[config.mk]
export PLATFORM = sky130hd
export DESIGN_NAME = seqsum_arb
export DESIGN_NICKNAME = d
export VERILOG_FILES = /design/src/rtl/seqsum_pkg.sv /design/src/rtl/seqsum_core.sv /design/src/rtl/seqsum_arb.sv
export SDC_FILE = /design/constraint.sdc
export NUM_CORES = 1
export LEC_CHECK = 0
export ABC_AREA = 0
export BUFFER_PORTS_ARGS = -buffer_cell sky130_fd_sc_hd__buf_2
export CAP_MARGIN = 15
export CORE_ASPECT_RATIO = 1.2
export CORE_MARGIN = 5
export CORE_UTILIZATION = 50
export DETAILED_ROUTE_END_ITERATION = 12
export PLACE_DENSITY = 0.78
export SLEW_MARGIN = 20
export SYNTH_ARGS = -nofsm -noshare
export SYNTH_HDL_FRONTEND = slang
export SYNTH_SLANG_ARGS = --single-unit
[constraint.sdc]
create_clock -name i_clk -period 3.85 [get_ports i_clk]
set_input_delay 0.77 -clock i_clk [delete_from_list [all_inputs] [get_ports i_clk]]
set_output_delay 0.77 -clock i_clk [all_outputs]
set_load 0.02 [all_outputs]
[src/rtl/seqsum_pkg.sv]
// Shared types and default sizes for the round-robin sequential-sum scheduler.
package seqsum_pkg;

    typedef enum logic [1:0] {
        ST_IDLE = 2'd0,
        ST_CLR  = 2'd1,
        ST_RUN  = 2'd2,
        ST_DONE = 2'd3
    } state_t;

    localparam int NREQ_DEF = 4;
    localparam int DW_DEF   = 32;
    localparam int LW_DEF   = 8;

endpackage

[src/rtl/seqsum_core.sv]
// Registered accumulator: clears on clr, otherwise adds a+b each enabled cycle (modulo 2^DW).
module seqsum_core
    import seqsum_pkg::*;
#(
    parameter int DW = DW_DEF
) (
    input  logic          i_clk,
    input  logic          i_rst,
    input  logic          i_clr,
    input  logic          i_en,
    input  logic [DW-1:0] i_a,
    input  logic [DW-1:0] i_b,
    output logic [DW-1:0] o_y
);

    logic [DW-1:0] r_y;

    // Accumulator register; clear has priority over enable, carries out of DW bits are dropped.
    always_ff @(posedge i_clk) begin
        if (i_rst) begin
            r_y <= '0;
        end else if (i_clr) begin
            r_y <= '0;
        end else if (i_en) begin
            r_y <= r_y + i_a + i_b;
        end else begin
            r_y <= r_y;
        end
    end

    assign o_y = r_y;

endmodule

[src/rtl/seqsum_arb.sv]
// Round-robin scheduler granting one job at a time to the shared seqsum_core accumulator.
module seqsum_arb
    import seqsum_pkg::*;
#(
    parameter int NREQ = NREQ_DEF,
    parameter int DW   = DW_DEF,
    parameter int LW   = LW_DEF
) (
    input  logic               i_clk,
    input  logic               i_rst,
    input  logic [NREQ-1:0]    i_req,
    input  logic [NREQ*DW-1:0] i_req_a,
    input  logic [NREQ*DW-1:0] i_req_b,
    input  logic [NREQ*LW-1:0] i_req_len,
    output logic [NREQ-1:0]    o_gnt,
    output logic [NREQ-1:0]    o_done,
    output logic [DW-1:0]      o_result,
    output logic               o_busy
);

    localparam int IW = (NREQ > 1) ? $clog2(NREQ) : 1;

    state_t          r_state;
    logic [IW-1:0]   r_rr;
    logic [IW-1:0]   r_w;
    logic [DW-1:0]   r_a;
    logic [DW-1:0]   r_b;
    logic [LW-1:0]   r_len;
    logic [LW-1:0]   r_cnt;
    logic [NREQ-1:0] r_done;
    logic [DW-1:0]   r_result;
    logic            r_busy;

    logic            w_found;
    logic [IW-1:0]   w_win;
    logic [IW:0]     w_idx;
    logic [NREQ-1:0] w_gnt;
    logic [DW-1:0]   w_y;
    logic            w_clr;
    logic            w_en;

    // Round-robin search: first requester at or above the pointer, wrapping modulo NREQ.
    always_comb begin
        w_found = 1'b0;
        w_win   = '0;
        w_idx   = '0;
        for (int k = 0; k < NREQ; k++) begin
            w_idx = {1'b0, r_rr} + (IW+1)'(k);
            if (w_idx >= (IW+1)'(NREQ)) begin
                w_idx = w_idx - (IW+1)'(NREQ);
            end else begin
                w_idx = w_idx;
            end
            if (!w_found && i_req[w_idx[IW-1:0]]) begin
                w_found = 1'b1;
                w_win   = w_idx[IW-1:0];
            end else begin
                w_found = w_found;
            end
        end
    end

    // Grant is combinational so a request dropped before this cycle can never be accepted.
    always_comb begin
        w_gnt = '0;
        if ((r_state == ST_IDLE) && !i_rst && w_found) begin
            w_gnt = NREQ'(1) << w_win;
        end else begin
            w_gnt = '0;
        end
    end

    assign w_clr = (r_state == ST_CLR);
    assign w_en  = (r_state == ST_RUN) && (r_cnt != '0);

    seqsum_core #(.DW(DW)) u_core (
        .i_clk (i_clk),
        .i_rst (i_rst),
        .i_clr (w_clr),
        .i_en  (w_en),
        .i_a   (r_a),
        .i_b   (r_b),
        .o_y   (w_y)
    );

    // Job sequencer: capture on grant, clear, count down len accumulations, report result.
    always_ff @(posedge i_clk) begin
        if (i_rst) begin
            r_state  <= ST_IDLE;
            r_rr     <= '0;
            r_w      <= '0;
            r_a      <= '0;
            r_b      <= '0;
            r_len    <= '0;
            r_cnt    <= '0;
            r_done   <= '0;
            r_result <= '0;
            r_busy   <= 1'b0;
        end else begin
            case (r_state)
                ST_IDLE: begin
                    r_done <= '0;
                    if (w_found) begin
                        r_w     <= w_win;
                        r_a     <= i_req_a[w_win*DW +: DW];
                        r_b     <= i_req_b[w_win*DW +: DW];
                        r_len   <= i_req_len[w_win*LW +: LW];
                        r_rr    <= (w_win == IW'(NREQ-1)) ? '0 : w_win + IW'(1);
                        r_busy  <= 1'b1;
                        r_state <= ST_CLR;
                    end else begin
                        r_state <= ST_IDLE;
                    end
                end
                ST_CLR: begin
                    r_cnt   <= r_len;
                    r_state <= ST_RUN;
                end
                ST_RUN: begin
                    if (r_cnt != '0) begin
                        r_cnt <= r_cnt - LW'(1);
                    end else begin
                        r_done   <= NREQ'(1) << r_w;
                        r_result <= w_y;
                        r_state  <= ST_DONE;
                    end
                end
                ST_DONE: begin
                    r_done  <= '0;
                    r_busy  <= 1'b0;
                    r_state <= ST_IDLE;
                end
                default: begin
                    r_done  <= '0;
                    r_busy  <= 1'b0;
                    r_state <= ST_IDLE;
                end
            endcase
        end
    end

    assign o_gnt    = w_gnt;
    assign o_done   = r_done;
    assign o_result = r_result;
    assign o_busy   = r_busy;

endmodule

Yosys cells after proc, flatten, opt, wreduce, memory -nomap -nowiden
Cells that the tools add are included.
{ "op_classes": {"add_sub_neg": 11, "order_cmp": 8, "eq_ne": 7, "n_shift": 5, "muxes": 31, "n_bitwise": 1, "n_reduce_logical": 22} }
{ "op_table": {"columns": ["cell", "count"], "rows": [
  ["indexed part select 128 x 8 -> 32 bit", 2],
  ["adder 32 bit", 2],
  ["indexed part select 32 x 6 -> 8 bit", 1],
  ["two-way mux 2 bit", 10],
  ["case mux 8 bit (2 select lines)", 1],
  ["less-than comparator 2 x 3 -> 1 bit (second input constant)", 4],
  ["two-way mux 1 bit", 10],
  ["AND reduction 2 bit", 5],
  ["greater-or-equal comparator 3 bit (second input constant)", 3],
  ["binary-select mux 1 bit (select 2 bit)", 4],
  ["two-way mux 4 bit", 2],
  ["two-way mux 8 bit", 1],
  ["case mux 2 bit (4 select lines)", 1],
  ["case mux 4 bit (2 select lines)", 1],
  ["nonzero test 8 bit", 1],
  ["<< shifter 1 x 2 -> 4 bit (first input constant)", 2],
  ["subtractor 2 x 1 -> 2 bit (second input constant)", 4],
  ["subtractor 8 x 1 -> 8 bit (second input constant)", 1],
  ["adder 2 x 2 -> 3 bit (second input constant)", 2],
  ["equality test 2 bit (second input constant)", 3],
  ["logical AND 1 bit", 6],
  ["nonzero test 2 bit", 3],
  ["logical NOT 1 bit", 4],
  ["!= test 2 bit (second input constant)", 2],
  ["other kinds (9)", 10]
]} }
{ "word_totals": {"reg_bits": 155, "inputBits": 294, "out_inout_bits": 41, "elab_cells": 96} }

Depth between registers and ports, before layout
{ "depth": {"word_depth": 16, "ltp_mapped": 12, "mapped_depth_nobuf": 12} }

Cells and area by module
Synthesis repeated with hierarchy kept, for this count alone.
{ "unflattened": {"cells_unflattened": 1162, "area_unflattened_um2": 10725.3} }
{ "by_module_without_submodules": {"columns": ["module", "n_inst", "cells_per_inst", "area_each_um2", "seq_area_each_um2"], "rows": [
  ["seqsum_arb", 1, 775, 7305.8, 2462.4],
  ["seqsum_core", 1, 387, 3419.5, 640.6]
]} }

Worst setup path after synthesis
No wires, ideal clock.
{ "synth_timing": {"kind": "input to output", "start": "input port i_req[3]", "end": "output port o_gnt[0]", "arrival_time_ns": 2.500, "required_ns": 3.080, "setup_slack_ns": 0.580, "path_stages": 9, "n_path_buf": 3, "path_cell_list": "inv_1 a22o_1 a2111oi_0 buf_2 buf_4 buf_4 inv_1 ha_1 and2_1"} }
{ "synth_between": {"elab_chain_cells": 14, "word_cells_on_any_way": 25, "cone_classes": "1 x shift; 17 x mux; 7 x reduce/logical"} }
{ "synth_lines": {"columns": ["item", "line_no", "text"], "rows": [
  ["from (decl)", "seqsum_arb.sv:11", "input logic [NREQ-1:0] i_req,"],
  ["binary-select mux 1 bit (select 2 bit)", "seqsum_arb.sv:54", "if (!w_found && i_req[w_idx[IW-1:0]]) begin"],
  ["two-way mux 1 bit (implied by the code)", "seqsum_arb.sv:54", null],
  ["two-way mux 1 bit", "seqsum_arb.sv:54", null],
  ["logical NOT 1 bit", "seqsum_arb.sv:54", null],
  ["logical AND 1 bit", "seqsum_arb.sv:54", null],
  ["two-way mux 1 bit", "seqsum_arb.sv:54", null],
  ["logical NOT 1 bit", "seqsum_arb.sv:54", null],
  ["logical AND 1 bit", "seqsum_arb.sv:54", null],
  ["two-way mux 1 bit", "seqsum_arb.sv:54", null],
  ["logical NOT 1 bit", "seqsum_arb.sv:54", null],
  ["logical AND 1 bit", "seqsum_arb.sv:54", null],
  ["two-way mux 2 bit (*)", "seqsum_arb.sv:54", null],
  ["net w_win[0]", "seqsum_arb.sv:35", "logic [IW-1:0] w_win;"],
  ["<< shifter 1 x 2 -> 4 bit (*)", "seqsum_arb.sv:67", "w_gnt = NREQ'(1) << w_win;"],
  ["two-way mux 4 bit (*)", "seqsum_arb.sv:66", "if ((r_state == ST_IDLE) && !i_rst && w_found) begin"],
  ["to (decl)", "seqsum_arb.sv:15", "output logic [NREQ-1:0] o_gnt,"]
]} }
Mark *: on every way through the listed nets, which the timed path passes. The rest lies on a longest branch. The select of a mux whose other input is x is not followed.

Worst setup path after layout
{ "layout_timing": {"start": "input port i_req[3]", "end": "output port o_gnt[2]"} }
{ "layout_between": {"elab_chain_cells": 14, "word_cells_on_any_way": 25, "cone_classes": "1 x shift; 17 x mux; 7 x reduce/logical"} }
{ "layout_lines": {"columns": ["item", "line_no"], "rows": [
  ["binary-select mux 1 bit (select 2 bit)", "seqsum_arb.sv:54"],
  ["two-way mux 1 bit (implied by the code)", "seqsum_arb.sv:54"],
  ["two-way mux 1 bit", "seqsum_arb.sv:54"],
  ["logical NOT 1 bit", "seqsum_arb.sv:54"],
  ["logical AND 1 bit", "seqsum_arb.sv:54"],
  ["two-way mux 1 bit", "seqsum_arb.sv:54"],
  ["logical NOT 1 bit", "seqsum_arb.sv:54"],
  ["logical AND 1 bit", "seqsum_arb.sv:54"],
  ["two-way mux 1 bit", "seqsum_arb.sv:54"],
  ["logical NOT 1 bit", "seqsum_arb.sv:54"],
  ["logical AND 1 bit", "seqsum_arb.sv:54"],
  ["two-way mux 2 bit / two-way mux 1 bit (equally long branches)", "seqsum_arb.sv:54"],
  ["<< shifter 1 x 2 -> 4 bit / logical AND 1 bit (equally long branches)", "seqsum_arb.sv:67, seqsum_arb.sv:66"],
  ["two-way mux 4 bit (*)", "seqsum_arb.sv:66"]
]} }
Every way passes the cells marked *; elsewhere a longest branch is shown, timed or not. The select of a mux whose other input is x is not followed.

==> metrics.cfg <==
[clock_network]
numCtsBuffers=17
clk_pin_slew_ns=0.06
cts_tree=yes
post_cts_buffers=0
root_buffer=clkbuf_16
cts.sinks=155
cts_hold_buf=0
htree_levels=4
clk_latency_ns=0.44
post_cts_resized=0
cts_buffer_depth=2

[die]
start_util=0.509
die_x_um=139
die_h_um=165
pin_count=335
coreArea_um2=19600
die-area_um2=22900
row_count=56

[drt]
drtAntennaViolNets=0
drc=0
drt_first_pass_iters=5
avgRoutedWirePerCell_um=18.7
vias=9798
dr.first_iter.drc_count=719
vias_per_cell=5.71
wirelength_um=32100

[finish]
finalInstanceArea_um2=12400
final_nets=1810
final_util=0.633
layout-drive-gt1-share=0.306
regArea_um2=3100
multiInputGateArea_um2=6470
antenna_cells=0
fillerInstances=1693
area_delta_synth_final_pct=24.2

[timing]
setup_tns_ns=0
rsz0062_at_grt=no
max_freq_mhz=300
finalSetupViolCount=0
post-route-period-util=0.867
finalCriticalPeriod_ns=3.34
drv_slew=0
final.setup_skew_ns=0.0134
tightest_slew_ns=0.893
slew-limit-headroom=0.405
final-hold-violation-count=0

[pwr]
p_leak_nw=5.61
ir_worst_vdd_uv=770
power.total_mw=9.64
power.density_nw_per_um2=776

[worst_setup_path]
endpoint_kind=output pin
critPathArrivalTime_ns=2.57
critPathKind=in -> out
worst_setup_path_start_kind=primary input
crit_start=i_req[3]
reg2reg_from=r_a[5]
path_max_fanout=5
required_ns=3.08

[global_routing]
antenna_found_initial=1
grt_pass1_vias=9752
gr-usage-all-layers=0.273
grt_pass1_wl_um=50600
grt_start_max_net_pins=112
grt-ovfl-total=0

[run]
timing.max_cap.violations=0

[synth]
synth_cells=1159
yosysWarnings=0
ys_seq_elements=155
async_reset_ff_frac=0
syn-num-nets=1526
synth_top_flop_cell=dfxtp_1
synth-edff-count=0
yosys.cell_types.count=61
ys_seq_area_frac=0.311
syn_area_per_cell_um2=8.62
post_synth_instance_area_um2=9990

[place]
place_area_um2=11800
hpwlAfterDp_um=24900
globalplace.congestion=0.951
io_buffers=334

[outcome]
outcome=completed

[worst_hold_path]
min-delay-start=o_result[18]
hp-class=reg -> reg

synthesized netlist by cell type, types with 33 or more instances:
master,n,area share
nand2_1,193,0.072
dfxtp_1,155,0.31
a21oi_1,123,0.062
mux2i_1,90,0.090
a22oi_1,57,0.043
clkbuf_1,57,0.021
o22ai_1,57,0.036
mux2_2,55,0.062
ha_1,41,0.051
nor2_1,40,0.015
o21ai_0,34,0.017
nand3_1,33,0.017
per-layer routing:
metal / vias to the layer above / part of all wire / GRT usage
met5: - / 0.00040 / 0
met4: 2 / 0.024 / 0.0876
met3: 60 / 0.062 / 0.0501
met2: 383 / 0.51 / 0.478
met1: 4532 / 0.41 / 0.341
li1: 4821 / - / -
flip-flops by register name, summed over array words and instances, names as in the netlist, 2 cells and up:
name        count
r_cnt           8
r_len           8
u_core.o_y     32
r_b            32
r_w             2
o_result       32
r_rr            2
o_done          4
r_state         2
r_a            32
layout by cell type, fill, tap and decap left out, types with 14 or more instances in the layout:
cell       instances
a211oi_1          14
a21oi_1          123
a22oi_1           57
buf_2            333
clkbuf_16         17
dfxtp_1          155
fa_1              32
ha_1              41
inv_1             16
mux2_2            55
mux2i_1           90
nand2_1          191
nand3_1           33
nor2_1            38
o21ai_0           34
o22ai_1           57
stage by stage:
stage / hold slack, ns / instances / setup WS [ns]
floorplan: 0.433 / 1159 / 0.580
global placement: 0.437 / 1685 / 0.579
detailed placement: 0.441 / 1685 / 0.414
CTS: 0.450 / 1717 / 0.501
global route: 0.464 / 1717 / 0.150
finish: 0.446 / 1717 / 0.513
critical path, cell delays in order:
cell       delay, ns
buf_2           0.11
inv_1           0.06
a22o_1          0.22
a2111oi_2       0.74
inv_1           0.14
ha_1            0.23
and2_1          0.13
buf_2           0.15
cell type report:
cell class,instances,share of cell area
flip-flops and latches,155,0.250
clock inverters,12,0.0149
repair buffers,347,0.146
inverters,16,0.00484
well taps,261,0.0263
multi-input cells,906,0.521
clock buffers,20,0.0368
kinds of logic after synthesis:
kind of cell / synth area share
compound gates: 0.221
xor+xnor: 0.0149
fa+ha+maj: 0.115
buf+inv: 0.0439
flops: 0.311
mux: 0.152
simple gates: 0.142
power breakdown:
part	internal, mW	leakage, nW	total, mW	switching (mW)
clock	1.13	0.312	1.83	0.707
sequential	2.07	1.27	2.58	0.514
combinational	2.13	4.03	5.22	3.10
total	5.32	5.61	9.64	4.32
path summary, 6_finish.rpt:
path | endpoint | slack (ns) | depth (start not counted)
setup / recovery | o_gnt[2] | 0.51 | 8
hold / removal | o_result[18] | 0.45 | 2
setup reg to reg | u_core.o_y[26] | 0.53 | 9
hold reg to reg | o_result[18] | 0.45 | 2
No activity file was read; power rests on OpenSTA's default activity.
